`src/rtl/hex_digit_scanner_if.sv`:
```
// Display bus between the value producer and the seven-segment scanner.
// master: drives the value/decimal-point/load side and observes the pins.
// slave : the scanner, which consumes the value and drives the digit pins.
interface hex_digit_scanner_if #(
  parameter int DIGITS = 4
);
  logic [4*DIGITS-1:0] data;
  logic [DIGITS-1:0]   dp;
  logic                load;
  logic [DIGITS-1:0]   sel;
  logic [6:0]          seg;
  logic                dp_out;
  logic                frame_done;

  modport master (output data, dp, load, input sel, seg, dp_out, frame_done);
  modport slave  (input data, dp, load, output sel, seg, dp_out, frame_done);
endinterface

```
`src/rtl/hex_digit_scanner.sv`:
```
// Time-multiplexed common-anode seven-segment driver.
// A prescaler tick advances the digit index; the tick edge blanks all anodes
// (dead cycle) while loading the new digit's segments, and the following
// edge enables that digit's anode. All outputs are registered and active low.
// Optional build macro HEX_DIGIT_SCANNER_LZ_BLANK_EN: blank leading zero
// digits (index >= 1 whose nibble and all more-significant nibbles are 0).
module hex_digit_scanner #(
  parameter int DIGITS   = 4,
  parameter int DIV_BITS = 16
) (
  input  logic               clk,
  input  logic               rst_n,
  hex_digit_scanner_if.slave bus
);
  localparam int            IW   = (DIGITS > 1) ? $clog2(DIGITS) : 1;
  localparam logic [IW-1:0] LAST = IW'(DIGITS - 1);

  logic [DIV_BITS-1:0] pre;
  logic [IW-1:0]       idx, nidx;
  logic                tick, pend;
  logic [4*DIGITS-1:0] sh_data;
  logic [DIGITS-1:0]   sh_dp;
  logic [3:0]          nib [DIGITS];
  logic [6:0]          seg_nx;
  logic [DIGITS-1:0]   sel_q;
  logic [6:0]          seg_q;
  logic                dp_q, fd_q;

  function automatic logic [6:0] decode(input logic [3:0] v);
    case (v)
      4'h0: decode = 7'h40;  4'h1: decode = 7'h79;
      4'h2: decode = 7'h24;  4'h3: decode = 7'h30;
      4'h4: decode = 7'h19;  4'h5: decode = 7'h12;
      4'h6: decode = 7'h02;  4'h7: decode = 7'h78;
      4'h8: decode = 7'h00;  4'h9: decode = 7'h10;
      4'hA: decode = 7'h08;  4'hB: decode = 7'h03;
      4'hC: decode = 7'h46;  4'hD: decode = 7'h21;
      4'hE: decode = 7'h06;  default: decode = 7'h0E;
    endcase
  endfunction

  assign tick = &pre;
  assign nidx = (idx == LAST) ? '0 : idx + IW'(1);

  for (genvar i = 0; i < DIGITS; i++) begin : g_nib
    assign nib[i] = sh_data[4*i +: 4];
  end

`ifdef HEX_DIGIT_SCANNER_LZ_BLANK_EN
  // lz[k]: digit k is a leading zero (itself and everything above is zero)
  logic [DIGITS-1:0] lz;
  assign lz[0] = 1'b0;
  for (genvar k = 1; k < DIGITS; k++) begin : g_lz
    assign lz[k] = (sh_data[4*DIGITS-1:4*k] == '0);
  end

  // Pattern for the digit about to be shown, with leading-zero blanking
  always_comb begin
    seg_nx = decode(nib[nidx]);
    if (lz[nidx]) seg_nx = 7'h7F;
  end
`else
  // Pattern for the digit about to be shown
  always_comb begin
    seg_nx = decode(nib[nidx]);
  end
`endif

  // Prescaler, digit index and registered pin drivers
  always_ff @(posedge clk) begin
    if (!rst_n) begin
      pre   <= '0;
      idx   <= LAST;
      pend  <= 1'b0;
      sel_q <= '1;
      seg_q <= 7'h7F;
      dp_q  <= 1'b1;
      fd_q  <= 1'b0;
    end else begin
      pre  <= pre + DIV_BITS'(1);
      pend <= tick;
      fd_q <= tick && (nidx == '0);
      if (tick) begin
        // dead cycle: anodes off while segments settle to the new digit
        idx   <= nidx;
        sel_q <= '1;
        seg_q <= seg_nx;
        dp_q  <= ~sh_dp[nidx];
      end else if (pend) begin
        sel_q <= ~(DIGITS'(1) << idx);
      end
    end
  end

  // Shadow capture; a tick on the same edge still sees the old value
  always_ff @(posedge clk) begin
    if (!rst_n) begin
      sh_data <= '0;
      sh_dp   <= '0;
    end else if (bus.load) begin
      sh_data <= bus.data;
      sh_dp   <= bus.dp;
    end
  end

  assign bus.sel        = sel_q;
  assign bus.seg        = seg_q;
  assign bus.dp_out     = dp_q;
  assign bus.frame_done = fd_q;
endmodule

```
`src/flat_wrapper.sv`:
```
// flat-port wrapper written by rule: the top's interface ports become plain ports
module hex_digit_scanner_flat 
#(
  parameter int DIGITS   = 4,
  parameter int DIV_BITS = 16
)
  (clk, rst_n, bus_data, bus_dp, bus_load, bus_sel, bus_seg, bus_dp_out, bus_frame_done);
  hex_digit_scanner_if #(.DIGITS(DIGITS)) bus_i ();
  input  logic clk;
  input  logic rst_n;
  input wire logic [$bits(bus_i.data)-1:0] bus_data;
  input wire logic [$bits(bus_i.dp)-1:0] bus_dp;
  input wire logic [$bits(bus_i.load)-1:0] bus_load;
  output wire logic [$bits(bus_i.sel)-1:0] bus_sel;
  output wire logic [$bits(bus_i.seg)-1:0] bus_seg;
  output wire logic [$bits(bus_i.dp_out)-1:0] bus_dp_out;
  output wire logic [$bits(bus_i.frame_done)-1:0] bus_frame_done;
  assign bus_i.data = bus_data;
  assign bus_i.dp = bus_dp;
  assign bus_i.load = bus_load;
  assign bus_sel = bus_i.sel;
  assign bus_seg = bus_i.seg;
  assign bus_dp_out = bus_i.dp_out;
  assign bus_frame_done = bus_i.frame_done;
  hex_digit_scanner #(.DIGITS(DIGITS), .DIV_BITS(DIV_BITS)) u_core (.clk(clk), .rst_n(rst_n), .bus(bus_i));
endmodule
```
`config.mk`:
```
export PLATFORM = sky130hd
export DESIGN_NAME = hex_digit_scanner_flat
export DESIGN_NICKNAME = d
export VERILOG_FILES = /design/src/rtl/hex_digit_scanner_if.sv /design/src/rtl/hex_digit_scanner.sv /design/src/flat_wrapper.sv
export SDC_FILE = /design/constraint.sdc
export NUM_CORES = 1
export LEC_CHECK = 0
export BUFFER_PORTS_ARGS = -buffer_cell sky130_fd_sc_hd__buf_2
export CAP_MARGIN = 0
export CORE_MARGIN = 8
export CORE_UTILIZATION = 40
export DETAILED_ROUTE_END_ITERATION = 8
export PLACE_DENSITY = 0.69
export RECOVER_POWER = 50
export REMOVE_ABC_BUFFERS = 1
export SKIP_CTS_REPAIR_TIMING = 1
export SYNTH_ARGS = -nofsm -noshare
export SYNTH_HDL_FRONTEND = slang
export SYNTH_SLANG_ARGS = --single-unit
```
`constraint.sdc`:
```
create_clock -name clk -period 2.15 [get_ports clk]
set_input_delay 0.1075 -clock clk [delete_from_list [all_inputs] [get_ports clk]]
set_output_delay 0.1075 -clock clk [all_outputs]
set_load 0.05 [all_outputs]
```
==> results by group <==
STA
  • Tcrit/Tclk final: 0.9924
  • Final setup fails: 0
  • Final hold vios: 0
  • Worst Tran Pin Value: ~1400 ps
  • RSZ-0062 raised after global routing: true
  • Max-Slew Margin vs Limit: 0.03803
  • Skew final: 4.429 ps
  • Final hold slack: between 60 and 70 ps
  • Final TNS setup: 0 ps
  • Slack of the critical path: about 16 ps
  • Fmax: 0.4687 GHz
  • Crit path time final: 2134 ps
  • Slew Viols, Final: 0

Power
  • PwrDens: 546.0 nW/um^2
  • Maximum vdd ir drop: roughly 0.30 mV
  • Leakage power: 0.001283 uW

Worst setup path
  • Crit Path Category: reg -> reg
  • RR Startpoint: u_core.idx[0]
  • CP Buf/Inv Count: 1
  • FF-to-FF setup slack: 20 ps
  • Max stage delay on crit path: 580 ps
  • Critical Path Source Type: flop
  • Worst EP arrival: 2380 ps
  • Critical Path RT: around 2400 ps
  • Worst path slowest cell: mux4_2
  • Crit path capture type: flop
  • CP max FO: 5
  • R2r endpoint: u_core.bus.seg[4]
  • Largest delay share family, worst path: multiplexers
  • Reg2reg path depth: 8
  • Critical-path cell list: ha_4, nor2_4, mux4_2, buf_6, ha_1, and2_1, a311oi_2, o22a_1

Synth
  • Mean post-synth cell area: 9.970 um^2
  • Number of distinct library cells after synthesis: 38
  • Synthesized-area fraction occupied by adder cells: 0.06024
  • Yosys warns: 0
  • Synth top area share: 0.4177
  • Largest family of logic cells by synthesized area: simple AND/OR/NAND/NOR gates
  • Post-Syn Instances: 250
  • Largest area contributor in the netlist: dfxtp_1
  • Async set-or-reset flop fraction in the synthesized netlist: 0
  • Post-Syn Area: 2492 um^2
  • Sequential area share after synthesis: 0.4177
  • Main synth FF type: dfxtp_1
  • Mux cell area share after synthesis: 0.1531
  • Number of flops mapped to enable cells by yosys: 0
  • XOR/XNOR Fraction of Synth Area: 0.04920
  • Compound-cell area share of the yosys netlist: 0.08384
  • Simple-gate portion of the synthesized area: 0.2023
  • Count of state elements after synthesis: 52
  • Synth area leaders: dfxtp_1, mux2i_1, ha_1, nor2b_1, xnor2_1

Placed design
  • Port Buffer Count: 35
  • Worst Setup Slack post-DPL: -269.6 ps
  • Placed cell area: 2899 um^2
  • Post-DP HPWL: 3898 um
  • GPL Wtd Cong: 0.8020

Worst hold path
  • Min-delay worst type: in -> reg
  • Min-Delay Endpoint: u_core.sh_data[6]
  • Cell depth of the worst hold path: 3
  • HP Start: bus_data[6]

Route
  • Starting DRT DRC Count: 81
  • Routed Wire Length: 5391 um
  • Via count: between 1,500 and 2,000
  • First-pass DRT Iterations: 4
  • Average wire per standard cell: 13.79 um
  • Routed Antenna Nets: 0
  • DR vias/cell: 4.985
  • DR DRC count: 0

GRT
  • Initial antenna violation count: 0
  • Total GRT Usage: 0.1186
  • First-pass GRT wire length: 8576 um
  • Overflow after GRT: 0
  • Largest net degree at the start of global routing: 37
  • Vias in the first global route: between 1,500 and 2,000

Job
  • Max Cap Viol: 0

Floorplanning
  • Io pins: 36
  • Initial core utilization: 0.4185
  • DIE WIDTH: around 95 um
  • Placeable Area: 5956 um^2
  • Die area: about 9000 um^2
  • Vert. Die Dim: 94.94 um
  • Row count: 28

Status
  • Status: complete, no violations

Clocking
  • Worst-path clk slew: 90 ps
  • CTS sink count: 52
  • CTS tree: yes
  • H-tree depth: 2
  • Worst skew pair latency: 300 ps
  • Root buffer cell: clkbuf_8
  • Clock Tree Buf Depth: 2
  • CTS buffer count: 5

Finish
  • Ant. Diodes: 0
  • Layout area overhead: 27.31%
  • Final Cell Area: 3173 um^2
  • NumNets Final: 351
  • Share of cells above drive strength 1: 0.2975
## routing by layer
metal	routed length (um)	share of wire	GRT usage	vias up
li1	-	-	-	993
met1	2606	0.48	0.1549	915
met2	2433	0.45	0.1790	34
met3	266	0.049	0.03095	7
met4	85	0.016	0.05332	0
met5	0	0	0	-
## cells in the final DEF, fill, tap and decap left out, types with 6 or more instances in the layout
| cell type | netlist | final |
|---|---|---|
| and2_1 | 15 | 14 |
| buf_2 | 1 | 29 |
| buf_4 | 1 | 28 |
| clkbuf_1 | 6 | 9 |
| dfxtp_1 | 52 | 50 |
| ha_1 | 12 | 7 |
| mux2i_1 | 28 | 23 |
| nand2_1 | 21 | 20 |
| nand3_1 | 9 | 9 |
| nor2_1 | 7 | 6 |
| nor2b_1 | 22 | 22 |
| o21ai_0 | 7 | 7 |
| xnor2_1 | 12 | 12 |
## logic make-up after synthesis
kind of cell    Yosys count
xor+xnor                 14
fa+ha+maj                12
simple gates             93
flops                    52
mux                      33
buf+inv                  17
compound gates           29
## worst min-delay path, cell delays in order
cell	delay, ps
buf_2	80
mux2i_1	50
nor2b_1	90
## synth_stat cells (2+ instances only)
library cell,count
mux2i_1,28
clkbuf_1,6
nor2_1,7
a21oi_1,4
buf_6,2
mux4_1,3
o21ai_0,7
a21boi_0,2
or3_1,3
nand3_1,9
nor2b_1,22
xnor2_1,12
o32a_1,2
o22a_1,2
nand4_1,4
and3_1,4
nand2_1,21
and2_1,15
inv_1,7
nor3_1,4
ha_1,12
xor2_1,2
dfxtp_1,52
mux2_2,2
a2bb2oi_1,5
## worst max path at each step
stage	startpoint	slack, ps	end	depth (start not counted)
after global routing	u_core.idx[0]	-80	u_core.bus.seg[3]	8
after global placement	u_core.idx[0]	-160	u_core.bus.seg[4]	8
after floorplan	u_core.idx[0]	-640	u_core.bus.seg[4]	8
after detailed placement	u_core.idx[0]	-270	u_core.bus.seg[4]	8
final	u_core.idx[0]	20	u_core.bus.seg[4]	8
after CTS	u_core.idx[0]	-300	u_core.bus.seg[4]	8
## stage by stage
step	instances	total power [uW]	utilization
floorplan	240	1126	-
global placement	376	1206	0.4868
detailed placement	376	1210	0.4868
CTS	383	1720	0.4998
global route	391	1821	0.5328
finish	391	1732	0.5328
## sequential cells by signal (all words and copies together), names as in the netlist
name and count:
u_core.pre 16, u_core.bus.dp_out 1, u_core.idx 2, u_core.sh_data 16
u_core.bus.frame_done 1, u_core.pend 1, u_core.bus.seg 7, u_core.sh_dp 4
u_core.bus.sel 4
## cell type report
type	instances	area, um^2
timing repair buffer	69	430.4
fill	540	2783
clock inverter	1	5.005
clock buffer	6	72.57
sequential	52	1046
tap	75	93.84
multi-input combinational	181	1494
inverter	7	31.28
## report_power, final
group | internal [uW] | switching (uW) | total, uW
Combinational | 110 | 97.3 | 207
Sequential | 988 | 20.9 | 1010
Clock | 222 | 294 | 516
Total | 1320 | 412 | 1730
Power figures use the tool's default switching activity.
